--- src/rtl/conv_window_gen.sv ---
// KxK sliding-window generator for a raster pixel stream. K-1 unreset line delays feed a
// window register array; only windows lying fully inside the image are flagged valid.
module conv_window_gen #(
    parameter int BIT_WIDTH = 8,
    parameter int IMG_W     = 32,
    parameter int IMG_H     = 32,
    parameter int K         = 5,
    localparam int RW       = (IMG_H > 1) ? $clog2(IMG_H) : 1,
    localparam int CW       = (IMG_W > 1) ? $clog2(IMG_W) : 1
) (
    input  logic                       clk,
    input  logic                       rst,
    input  logic [BIT_WIDTH-1:0]       pix_in,
    input  logic                       in_valid,
    output logic [K*K*BIT_WIDTH-1:0]   win_out,
    output logic                       out_valid,
    output logic [RW-1:0]              out_row,
    output logic [CW-1:0]              out_col,
    output logic                       frame_done
);

    typedef enum logic [0:0] {
        FILL   = 1'b0,
        STREAM = 1'b1
    } state_e;

    localparam logic [RW-1:0] ROW_LAST = RW'(IMG_H - 1);
    localparam logic [RW-1:0] ROW_KM1  = RW'(K - 1);
    localparam logic [RW-1:0] ROW_KM2  = RW'(K - 2);
    localparam logic [CW-1:0] COL_LAST = CW'(IMG_W - 1);
    localparam logic [CW-1:0] COL_KM1  = CW'(K - 1);

    logic [BIT_WIDTH-1:0] ld_q      [K-1][IMG_W];
    logic [BIT_WIDTH-1:0] ld_d      [K-1][IMG_W];
    logic [BIT_WIDTH-1:0] col_new_s [K];
    logic [BIT_WIDTH-1:0] win_q     [K][K];
    logic [BIT_WIDTH-1:0] win_d     [K][K];

    logic [RW-1:0] row_q, row_d;
    logic [CW-1:0] col_q, col_d;
    logic [RW-1:0] out_row_q, out_row_d;
    logic [CW-1:0] out_col_q, out_col_d;
    logic          out_valid_q, out_valid_d;
    logic          frame_done_q, frame_done_d;
    state_e        state_q, state_d;
    logic          col_last_s;
    logic          row_last_s;

    // New window column: row r comes from line delay K-1-r, the bottom row is the live pixel.
    always_comb begin
        for (int r = 0; r < K - 1; r++) begin
            col_new_s[r] = ld_q[K-2-r][IMG_W-1];
        end
        col_new_s[K-1] = pix_in;
    end

    // Line-delay chain: each delay is IMG_W deep and feeds the next one.
    always_comb begin
        ld_d = ld_q;
        if (in_valid) begin
            for (int j = 0; j < K - 1; j++) begin
                for (int i = 1; i < IMG_W; i++) begin
                    ld_d[j][i] = ld_q[j][i-1];
                end
            end
            ld_d[0][0] = pix_in;
            for (int j = 1; j < K - 1; j++) begin
                ld_d[j][0] = ld_q[j-1][IMG_W-1];
            end
        end else begin
            ld_d = ld_q;
        end
    end

    // Line-delay storage carries no reset; stale contents are masked by FILL gating.
    always_ff @(posedge clk) begin
        ld_q <= ld_d;
    end

    assign col_last_s = (col_q == COL_LAST);
    assign row_last_s = (row_q == ROW_LAST);

    // Next-state logic for counters, FSM, window and registered outputs.
    always_comb begin
        row_d        = row_q;
        col_d        = col_q;
        state_d      = state_q;
        win_d        = win_q;
        out_valid_d  = 1'b0;
        frame_done_d = 1'b0;
        out_row_d    = out_row_q;
        out_col_d    = out_col_q;
        if (in_valid) begin
            for (int r = 0; r < K; r++) begin
                for (int c = 0; c < K - 1; c++) begin
                    win_d[r][c] = win_q[r][c+1];
                end
                win_d[r][K-1] = col_new_s[r];
            end
            out_valid_d = (state_q == STREAM) && (row_q >= ROW_KM1) && (col_q >= COL_KM1);
            out_row_d   = row_q - ROW_KM1;
            out_col_d   = col_q - COL_KM1;
            if (col_last_s) begin
                col_d = {CW{1'b0}};
                if (row_last_s) begin
                    row_d        = {RW{1'b0}};
                    frame_done_d = 1'b1;
                end else begin
                    row_d = row_q + RW'(1);
                end
            end else begin
                col_d = col_q + CW'(1);
            end
            case (state_q)
                FILL: begin
                    if ((row_q == ROW_KM2) && col_last_s) begin
                        state_d = STREAM;
                    end else begin
                        state_d = FILL;
                    end
                end
                STREAM: begin
                    if (row_last_s && col_last_s) begin
                        state_d = FILL;
                    end else begin
                        state_d = STREAM;
                    end
                end
                default: state_d = FILL;
            endcase
        end else begin
            state_d = state_q;
        end
    end

    // Control, window and output registers.
    always_ff @(posedge clk or negedge rst) begin
        if (!rst) begin
            row_q        <= {RW{1'b0}};
            col_q        <= {CW{1'b0}};
            state_q      <= FILL;
            out_valid_q  <= 1'b0;
            frame_done_q <= 1'b0;
            out_row_q    <= {RW{1'b0}};
            out_col_q    <= {CW{1'b0}};
            for (int r = 0; r < K; r++) begin
                for (int c = 0; c < K; c++) begin
                    win_q[r][c] <= {BIT_WIDTH{1'b0}};
                end
            end
        end else begin
            row_q        <= row_d;
            col_q        <= col_d;
            state_q      <= state_d;
            out_valid_q  <= out_valid_d;
            frame_done_q <= frame_done_d;
            out_row_q    <= out_row_d;
            out_col_q    <= out_col_d;
            win_q        <= win_d;
        end
    end

    for (genvar gr = 0; gr < K; gr++) begin : g_row
        for (genvar gc = 0; gc < K; gc++) begin : g_col
            assign win_out[(gr*K+gc)*BIT_WIDTH +: BIT_WIDTH] = win_q[gr][gc];
        end
    end

    assign out_valid  = out_valid_q;
    assign frame_done = frame_done_q;
    assign out_row    = out_row_q;
    assign out_col    = out_col_q;

endmodule

--- config.mk ---
export PLATFORM = sky130hd
export DESIGN_NAME = conv_window_gen
export DESIGN_NICKNAME = d
export VERILOG_FILES = /design/src/rtl/conv_window_gen.sv
export SDC_FILE = /design/constraint.sdc
export NUM_CORES = 1
export LEC_CHECK = 0
export ABC_CLOCK_PERIOD_IN_PS = 2800
export CAP_MARGIN = 20
export CORE_UTILIZATION = 39
export CTS_BUF_LIST = sky130_fd_sc_hd__clkbuf_2
export CTS_CLUSTER_SIZE = 16
export DETAILED_ROUTE_END_ITERATION = 12
export GPL_TIMING_DRIVEN = 0
export PLACE_DENSITY = 0.67
export SKIP_CTS_REPAIR_TIMING = 1
export SYNTH_ARGS = -nofsm -noshare
export SYNTH_HDL_FRONTEND = slang
export SYNTH_SLANG_ARGS = --single-unit
--- constraint.sdc ---
create_clock -name clk -period 2.8 [get_ports clk]
set_input_delay 0.56 -clock clk [delete_from_list [all_inputs] [get_ports clk]]
set_output_delay 0.56 -clock clk [all_outputs]
set_load 0.02 [all_outputs]
==> results of run 1 <==
## final timing paths
kind	startpoint	to	cells past startpoint
worst max register to register	col_q[1]	row_q[3]	5
worst max-delay path	win_out[89]	win_out[89]	1
max in group asynchronous	rst	win_out[108]	4
worst min-delay path	pix_in[6]	ld_q[1022]	2
worst min register to register	ld_q[634]	ld_q[626]	0
min in group asynchronous	rst	win_out[197]	3
## sequential cells by signal (all words and copies together), names as in the netlist, 5 cells and up
signal     cells
col_new_s     32
col_q          5
ld_q         992
out_col        5
out_row        5
row_q          5
win_out      200
## synthesized netlist by cell type (2+ instances only)
cell type  instances  area, um^2
edfxtp_1        1024       30700
dfrtp_1          223        5580
mux2_2           210        2360
buf_4             13        97.6
ha_1              13         163
buf_6             11         124
inv_1             10        37.5
o21ai_0            6        30.0
nor2_1             5        18.8
nand2_1            4        15.0
nand3_1            3        15.0
a2111oi_0          2        17.5
a21oi_1            2        10.0
and2_1             2        12.5
nand2b_1           2        12.5
nand3b_1           2        15.0
nor4_1             2        12.5
o22ai_1            2        12.5
o31ai_1            2        15.0
xnor2_1            2        17.5
## metal layers
| layer | wire (um) | part of all wire (%) | up-vias |
|---|---|---|---|
| met4 | 1710 | 2.9 | 0 |
| met3 | 3310 | 5.6 | 147 |
| met5 | 0 | 0 | - |
| met2 | 25600 | 44 | 494 |
| li1 | - | - | 7469 |
| met1 | 28200 | 48 | 8289 |
## stage by stage
stage	total power, mW	setup WS [ns]	instance area (um^2)	hold slack (ns)	cells
6_report	37.6	0.215	46200	0.274	3679
5_1_grt	39.7	-0.0938	46200	0.0436	3676
4_1_cts	38.6	-0.580	46300	-1.02	3629
3_5_place_dp	26.3	-0.660	43500	0.405	3074
3_3_place_gp	25.9	-31.92	43200	0.401	3065
2_1_floorplan	24.2	1.24	39400	0.264	1545
## power breakdown
| part | total (mW) | leakage [nW] | switching (mW) | internal, mW |
|---|---|---|---|---|
| sequential | 22.4 | 12.7 | 0.758 | 21.7 |
| combinational | 3.22 | 2.95 | 1.84 | 1.37 |
| clock | 12.0 | 2.25 | 6.89 | 5.08 |
## final cells by class
cell class	count	area [um^2]	share of cell area, %
diodes	9	22.5	0.0487
plain buffers	24	221	0.479
clock buffers	493	2470	5.34
clock inverters	62	378	0.817
inverters	10	37.5	0.0812
multi-input cells	264	2770	5.99
flip-flops and latches	1247	36300	78.6
well taps	1298	1620	3.51
repair buffers	272	2370	5.13
## kinds of logic after synthesis
| family | count (synthesis) |
|---|---|
| buffers and inverters | 34 |
| xor gates and xnor gates | 2 |
| AOI/OAI and AO/OA | 16 |
| DFF | 1247 |
| muxes | 211 |
| and+or+nand+nor | 22 |
| adders and majority gates | 13 |
## placed cells by master (no fill, tap or decap), types with 3 or more instances in the layout
cell | Yosys | final
nor2_1 | 5 | 5
inv_1 | 10 | 10
buf_6 | 11 | 52
clkinv_1 | 0 | 41
ha_1 | 13 | 13
dlymetal6s2s_1 | 0 | 46
nand3_1 | 3 | 3
clkdlybuf4s50_1 | 0 | 8
nand2_1 | 4 | 4
buf_2 | 0 | 12
clkinv_2 | 0 | 11
bufinv_16 | 0 | 5
inv_2 | 0 | 5
dfrtp_1 | 223 | 222
dlygate4sd3_1 | 0 | 13
mux2_2 | 210 | 210
buf_16 | 0 | 9
buf_4 | 13 | 46
diode_2 | 0 | 9
clkbuf_2 | 0 | 601
edfxtp_1 | 1024 | 1024
o21ai_0 | 6 | 6
==> metrics.md, run 1 <==
| Metric | Value |
|---|---|
| Share of post-route cells with drive strength above 1 | `40.3%` |
| Grt ovf | `0` |
| CTS Buffer Depth | `4` |
| RePlAce Congestion | `0.742` |
| Synth-to-layout area growth | `17.4%` |
| Layout Utilization | `46.2%` |
| Max-slew violation count | `0` |
| CTS Sinks | `1247` |
| Mapped Nets | `1569` |
| TritonCTS Buffers | `320` |
| Status | `completed` |
| Clock-pin slew on the worst setup and hold paths | `0.10 ns` |
| Slowest CP cell | `dfrtp_1` |
| Die H | `320 um` |
| Worst-path fanout max | `3` |
| Routed len/inst | `16.0 um` |
| DIE AREA | `102000 um^2` |
| Multiplexer share of the synthesized area | `6.03%` |
| Flop2flop setup slack | `1.05 ns` |
| RSZ-0062 raised after global routing | `true` |
| Syn avg cell area | `25.5 um^2` |
| Yosys cell types | `25` |
| Worst path bufs/invs | `1` |
| M2 GR Usage | `15.4%` |
| Setup TNS | `0 ns` |
| Mapped Cells | `1545` |
| Num rows | `116` |
| Vias after detailed routing | `16399` |
| Critical Path AT | `2.03 ns` |
| Critical-path cell list | `dlymetal6s2s_1` |
| Drt pass-1 iters | `5` |
| Starting DRT DRC Count | `1060` |
| Total GRT Usage | `11.5%` |
| Crit end category | `primary output` |
| Post-Synth Simple-Gate Area | `0.289%` |
| Initial Util | `39.4%` |
| Most used routing layer in global routing | `met1` |
| Vias in the first global route | `17013` |
| Main combinational cell family by area after synthesis | `multiplexers` |
| Nets | `2163` |
| Dpl hpwl | `30.2 mm` |
| Lkg Pwr | `17.8 nW` |
| Post-synth EDFFs | `1024` |
| Fin. Hold Viols | `0` |
| Flops & latches, synth | `1247` |
| # IOs | `223` |
| # Max-Cap Violations | `0` |
| Synth Area in Compound Gates | `0.257%` |
| Root buffer cell | `clkbuf_2` |
| Worst Path Class, Setup | `reg2out` |
| Number of routed nets with antenna violations | `0` |
| Mapped cell area | `39400 um^2` |
| DR vias/cell | `4.46` |
| Synth Area in XOR/XNOR | `0.0445%` |
| Clock latency on the worst-skew pair | `1.41 ns` |
| Hold crit path type | `in2reg` |
| DIE WIDTH | `320 um` |
| Synthesis Warnings | `0` |
| Synth Area in Adders | `0.413%` |
| M1 GR Usage | `16.2%` |
| Critical path's top delay family | `flip-flops` |
| IO Port Bufs | `222` |
| Routed WL | `58.9 mm` |
| # fillers | `8365` |
| Seq/Total Area, Yosys | `92.3%` |
| # DRC | `0` |
| CP Launch Type | `register` |
| Slew @ Worst Pin | `0.880 ns` |
| Area of the core | `100000 um^2` |
| CP max stage delay | `0.41 ns` |
| Min Tclk post-route | `2.59 ns` |
| Initial antenna violation count | `3` |
| Fmax | `0.387 GHz` |
| Predominant post-synthesis flop cell | `edfxtp_1` |
| Largest net degree at the start of global routing | `145` |
| Peak VDD IR | `0.000555 V` |
| Asr flop ratio synth | `17.9%` |
| CTS HTree Levels | `5` |
| Met3 usage | `4.12%` |
| Relative slew slack | `41.3%` |
| Worst path required time | `2.24 ns` |
| Skew final | `0.114 ns` |
| PD cells | `814 nW/um^2` |
| Fin crit share | `92.3%` |
| Final setup viols | `0` |
| Global-route wire length before repair | `92.6 mm` |
| CTS tree | `yes` |
Power figures use the tool's default switching activity.
==> inputs of run 2 (changes only) <==
- RECOVER_POWER: not set -> 100
==> run 2 against run 1 <==
Compared with the run above:
- the flow now finishes with violations (max-capacitance violations, max-slew violations, negative setup slack)
- sequential power about the same
- cell count is the same
- die area stayed put
- final area fell by 0.91%
- clock power about the same
- global-route usage unchanged
- critical path depth up 6
- combinational power fell by 4%
- clock skew grew 0.0024 ns
- critical endpoint is now win_out[16]
- largest cell class unchanged
==> metrics.md, run 2 (same netlist as run 1, synthesis figures left out) <==
| Metric | Value |
|---|---|
| Worst Path Class, Setup | `in2reg (was reg2out)` |
| Placed insts | `3074 (unchanged)` |
| Placed Area | `43500 um^2 (unchanged)` |
| Critical Path AT | `4.12 ns (was 2.03 ns)` |
| DIE AREA | `102000 um^2 (unchanged)` |
| # IOs | `223 (unchanged)` |
| CTS Buffer Depth | `4 (unchanged)` |
| DIE WIDTH | `320 um (unchanged)` |
| Commonest non-fill, non-tap cell in the layout | `edfxtp_1 (unchanged)` |
| Final worst slack | `-0.0822 ns (was 0.215 ns)` |
| Num rows | `116 (unchanged)` |
| Synth-to-layout area growth | `16.4% (was 17.4%)` |
| Non-Filler Instances | `3679 (unchanged)` |
| Hold crit path type | `reg2reg (was in2reg)` |
| Peak VDD IR | `0.000557 V (was 0.000555 V)` |
| Pre-CTS setup slack | `-0.660 ns (unchanged)` |
| Starting DRT DRC Count | `1059 (was 1060)` |
| Grt ovf | `0 (unchanged)` |
| Routed len/inst | `16.0 um (about the same)` |
| IO Port Bufs | `222 (unchanged)` |
| Global-route wire length before repair | `92.6 mm (unchanged)` |
| Worst-path fanout max | `120 (was 3)` |
| Initial Util | `39.4% (unchanged)` |
| CTS tree | `yes (unchanged)` |
| Min Tclk post-route | `2.88 ns (was 2.59 ns)` |
| Share of post-route cells with drive strength above 1 | `40.2% (was 40.3%)` |
| DR vias/cell | `4.46 (about the same)` |
| Worst path required time | `4.04 ns (was 2.24 ns)` |
| Initial antenna violation count | `3 (unchanged)` |
| Flop2flop setup slack | `0.94 ns (was 1.05 ns)` |
| # Max-Cap Violations | `2 (was 0)` |
| Clock latency on the worst-skew pair | `1.41 ns (about the same)` |
| Die H | `320 um (unchanged)` |
| CTS Sinks | `1247 (unchanged)` |
| Drt pass-1 iters | `5 (unchanged)` |
| Crit end category | `register (was primary output)` |
| Commonest non-fill, non-tap cells in the layout | `edfxtp_1, clkbuf_2, dfrtp_1 (unchanged)` |
| Final setup viols | `53 (was 0)` |
| Fin. Hold Viols | `0 (unchanged)` |
| Max-slew violation count | `255 (was 0)` |
| Layout Utilization | `45.8% (was 46.2%)` |
| Max FFs per register | `992 (unchanged)` |
| Number of routed nets with antenna violations | `0 (unchanged)` |
| Nets | `2163 (unchanged)` |
| RSZ-0062 raised after global routing | `true (unchanged)` |
| Total GRT Usage | `11.5% (unchanged)` |
| Final instance area | `45800 um^2 (was 46200 um^2)` |
| PD cells | `819 nW/um^2 (was 814 nW/um^2)` |
| Status | `finished with violations (was completed)` |
| Fin crit share | `103% (was 92.3%)` |
| Vias after detailed routing | `16406 (was 16399)` |
| Dpl hpwl | `30.2 mm (unchanged)` |
| Root buffer cell | `clkbuf_2 (unchanged)` |
| Setup TNS | `-2.01 ns (was 0 ns)` |
| Lkg Pwr | `17.4 nW (was 17.8 nW)` |
| CP Launch Type | `input pin (was register)` |
| Relative slew slack | `-25.1% (was 41.3%)` |
| Failing checks | `max-capacitance violations, max-slew violations, negative setup slack` |
| Largest net degree at the start of global routing | `145 (unchanged)` |
| Routed WL | `58.8 mm (was 58.9 mm)` |
| Area of the core | `100000 um^2 (unchanged)` |
| CTS HTree Levels | `5 (unchanged)` |
| Clock-pin slew on the worst setup and hold paths | `0.10 ns (about the same)` |
| # DRC | `0 (unchanged)` |
| Skew final | `0.117 ns (was 0.114 ns)` |
| Slew @ Worst Pin | `1.88 ns (was 0.880 ns)` |
| Vias in the first global route | `17013 (unchanged)` |
| TritonCTS Buffers | `320 (unchanged)` |
| RePlAce Congestion | `0.742 (unchanged)` |
| Fmax | `0.347 GHz (was 0.387 GHz)` |
| Largest register by flop count | `ld_q (unchanged)` |
## run 2: worst max-delay path: stages
cell and delay (ns):
dlygate4sd3_1 0.57, buf_8 0.14, buf_16 0.38, clkbuf_4 1.10, buf_4 0.35, clkbuf_2 0.34, mux2_2 0.38
## run 2: final timing paths
path	from	endpoint	cells after the start
max	in_valid	win_out[16]	7
min	ld_q[634]	ld_q[626]	0
max reg2reg	col_q[1]	row_q[3]	5
min reg2reg	ld_q[634]	ld_q[626]	0
max in group asynchronous	rst	win_out[108]	4
min in group asynchronous	rst	win_out[197]	3
## run 2: per-stage QoR
step	power (mW)	hold slack [ns]
after floorplan	24.2	0.264
after global placement	25.9	0.401
after detailed placement	26.3	0.405
after CTS	38.6	-1.02
after global routing	39.5	0.109
final	37.5	0.322
## run 2: layout make-up
cell class              instances  area, um^2
plain buffers                  24         133
inverters                      10        37.5
clock buffers                 493        2470
well taps                    1298        1620
fillers                      8439       54200
clock inverters                62         378
flip-flops and latches       1247       36300
multi-input cells             264        2770
diodes                          9        22.5
repair buffers                272        2040
## run 2: power by group
| group | leakage [nW] | switching [mW] | internal, mW | total [mW] |
|---|---|---|---|---|
| Clock | 2.25 | 6.88 | 5.08 | 12.0 |
| Sequential | 12.7 | 0.762 | 21.7 | 22.5 |
| Combinational | 2.53 | 1.84 | 1.25 | 3.09 |
## run 2: layer usage
layer	up-vias	track usage [%]	routed length [um]
li1	7464	-	-
met2	495	15.4	25600
met4	0	6.75	1790
met5	-	0	0
met1	8291	16.2	28200
met3	156	4.12	3330
==> inputs of run 3 (changes only) <==
- GPL_ROUTABILITY_DRIVEN: not set -> 0
- TNS_END_PERCENT: not set -> 50
==> run 3 against run 2 <==
Compared with the run above:
- the run still ends with max-capacitance violations, max-slew violations, negative setup slack left
- flip-flop and latch count unchanged
- global-route usage did not move
- final area hardly changed
- clock skew up 0.00065 ns
- sequential power barely moved
- combinational power is essentially flat
- core utilization hardly changed
- power barely moved
- routed wire length about the same
- register-to-register slack is essentially flat
- non-clock buffer count stayed put
- die area unchanged
- critical path type unchanged
- largest cell class unchanged
==> metrics.md, run 3 (same netlist as run 1, synthesis figures left out) <==
| Metric | Value |
|---|---|
| Drt pass-1 iters | `5 (unchanged)` |
| Final setup viols | `46 (was 53)` |
| # Max-Cap Violations | `2 (unchanged)` |
| Area of the core | `100000 um^2 (unchanged)` |
| Nets | `2163 (unchanged)` |
| Number of routed nets with antenna violations | `0 (unchanged)` |
| Fmax | `0.347 GHz (about the same)` |
| Routed WL | `58.8 mm (about the same)` |
| Max-slew violation count | `255 (unchanged)` |
| Vias in the first global route | `17013 (unchanged)` |
| Hold crit path type | `reg2reg (unchanged)` |
| Placed insts | `3074 (unchanged)` |
| Worst path bufs/invs | `6 (unchanged)` |
| Clock-pin slew on the worst setup and hold paths | `0.10 ns (about the same)` |
| CTS Sinks | `1247 (unchanged)` |
| Crit end category | `register (unchanged)` |
| CP max stage delay | `1.10 ns (about the same)` |
| Pre-CTS setup slack | `-0.660 ns (unchanged)` |
| Share of post-route cells with drive strength above 1 | `40.1% (was 40.2%)` |
| Peak VDD IR | `0.000557 V (about the same)` |
| Max FFs per register | `992 (unchanged)` |
| Clock latency on the worst-skew pair | `1.41 ns (about the same)` |
| RSZ-0062 raised after global routing | `true (unchanged)` |
| IO Port Bufs | `222 (unchanged)` |
| Dpl hpwl | `30.2 mm (unchanged)` |
| Routed len/inst | `16.0 um (about the same)` |
| Fin crit share | `103% (about the same)` |
| Critical Path AT | `4.12 ns (about the same)` |
| Commonest non-fill, non-tap cell in the layout | `edfxtp_1 (unchanged)` |
| Commonest non-fill, non-tap cells in the layout | `edfxtp_1, clkbuf_2, dfrtp_1 (unchanged)` |
| Min Tclk post-route | `2.88 ns (about the same)` |
| Slew @ Worst Pin | `1.88 ns (about the same)` |
| DIE WIDTH | `320 um (unchanged)` |
| Fin. Hold Viols | `0 (unchanged)` |
| TritonCTS Buffers | `320 (unchanged)` |
| Worst-path fanout max | `120 (unchanged)` |
| Initial Util | `39.4% (unchanged)` |
| DIE AREA | `102000 um^2 (unchanged)` |
| Worst Path Class, Setup | `in2reg (unchanged)` |
| Total power | `37.5 mW (about the same)` |
| CP Launch Type | `input pin (unchanged)` |
| # IOs | `223 (unchanged)` |
| Hold slack | `0.322 ns (about the same)` |
| Skew final | `0.117 ns (about the same)` |
| Largest net degree at the start of global routing | `145 (unchanged)` |
| PD cells | `819 nW/um^2 (about the same)` |
| Slowest CP cell | `clkbuf_4 (unchanged)` |
| Placed Area | `43500 um^2 (unchanged)` |
| Final instance area | `45800 um^2 (about the same)` |
| Total GRT Usage | `11.5% (unchanged)` |
| Root buffer cell | `clkbuf_2 (unchanged)` |
| Lkg Pwr | `17.4 nW (about the same)` |
| CTS Buffer Depth | `4 (unchanged)` |
| Initial antenna violation count | `3 (unchanged)` |
| Setup TNS | `-1.84 ns (was -2.01 ns)` |
| Vias after detailed routing | `16376 (was 16406)` |
| Largest register by flop count | `ld_q (unchanged)` |
| Synth-to-layout area growth | `16.4% (about the same)` |
| CTS tree | `yes (unchanged)` |
| Critical-path cell list | `dlygate4sd3_1 > buf_8 > buf_16 > clkbuf_4 > buf_4 > clkbuf_2 > mux2_2 (unchanged)` |
| Final worst slack | `-0.0789 ns (was -0.0822 ns)` |
| # DRC | `0 (unchanged)` |
| Grt ovf | `0 (unchanged)` |
| Relative slew slack | `-25.1% (about the same)` |
| Failing checks | `max-capacitance violations, max-slew violations, negative setup slack (unchanged)` |
| Die H | `320 um (unchanged)` |
| Layout Utilization | `45.8% (about the same)` |
| CTS HTree Levels | `5 (unchanged)` |
| Worst path required time | `4.04 ns (about the same)` |
| DR vias/cell | `4.45 (was 4.46)` |
| Non-Filler Instances | `3679 (unchanged)` |
| Num rows | `116 (unchanged)` |
| Critical path's top delay family | `buffers and inverters (unchanged)` |
| Status | `finished with violations (unchanged)` |
| Global-route wire length before repair | `92.6 mm (unchanged)` |
| Starting DRT DRC Count | `1059 (unchanged)` |
-- run 3: changes by cell type in the layout (fill, tap and decap cells not counted) --
cell	change
dlymetal6s2s_1	+1
clkbuf_2	-1
-- run 3: per-layer routing --
layer | vias to the layer above | part of all wire [%] | global-route usage [%] | wire length (um)
li1 | 7463 | - | - | -
met1 | 8267 | 48 | 16.2 | 28200
met2 | 498 | 43 | 15.4 | 25500
met3 | 148 | 5.6 | 4.12 | 3310
met4 | 0 | 2.9 | 6.75 | 1730
met5 | - | 0 | 0 | 0
-- run 3: layout make-up --
class                           instances  area, um^2
Antenna cell                            9        22.5
Buffer                                 24         133
Clock buffer                          493        2470
Clock inverter                         62         378
Fill cell                            8437       54200
Inverter                               10        37.5
Multi-Input combinational cell        264        2770
Sequential cell                      1247       36300
Tap cell                             1298        1620
Timing Repair Buffer                  272        2050
-- run 3: power by group --
group	total [mW]	internal, mW	switching (mW)
Combinational	3.09	1.25	1.84
Clock	12.0	5.08	6.88
Sequential	22.5	21.7	0.761
-- run 3: worst reg2reg max path, cell delays in order, from the launching register on --
cell	delay [ns]
dfrtp_1	0.45
ha_1	0.24
and2_1	0.15
ha_1	0.30
nand2_1	0.23
a221o_1	0.39
-- run 3: worst paths after layout --
check / from / end / slack [ns] / depth (start not counted)
min in group asynchronous: rst / win_out[197] / 0.65 / 3
hold reg to reg: ld_q[634] / ld_q[626] / 0.32 / 0
max in group asynchronous: rst / win_out[108] / 0.26 / 4
hold / removal: ld_q[634] / ld_q[626] / 0.32 / 0
setup reg to reg: col_q[1] / row_q[3] / 0.93 / 5
setup / recovery: in_valid / win_out[16] / -0.08 / 7
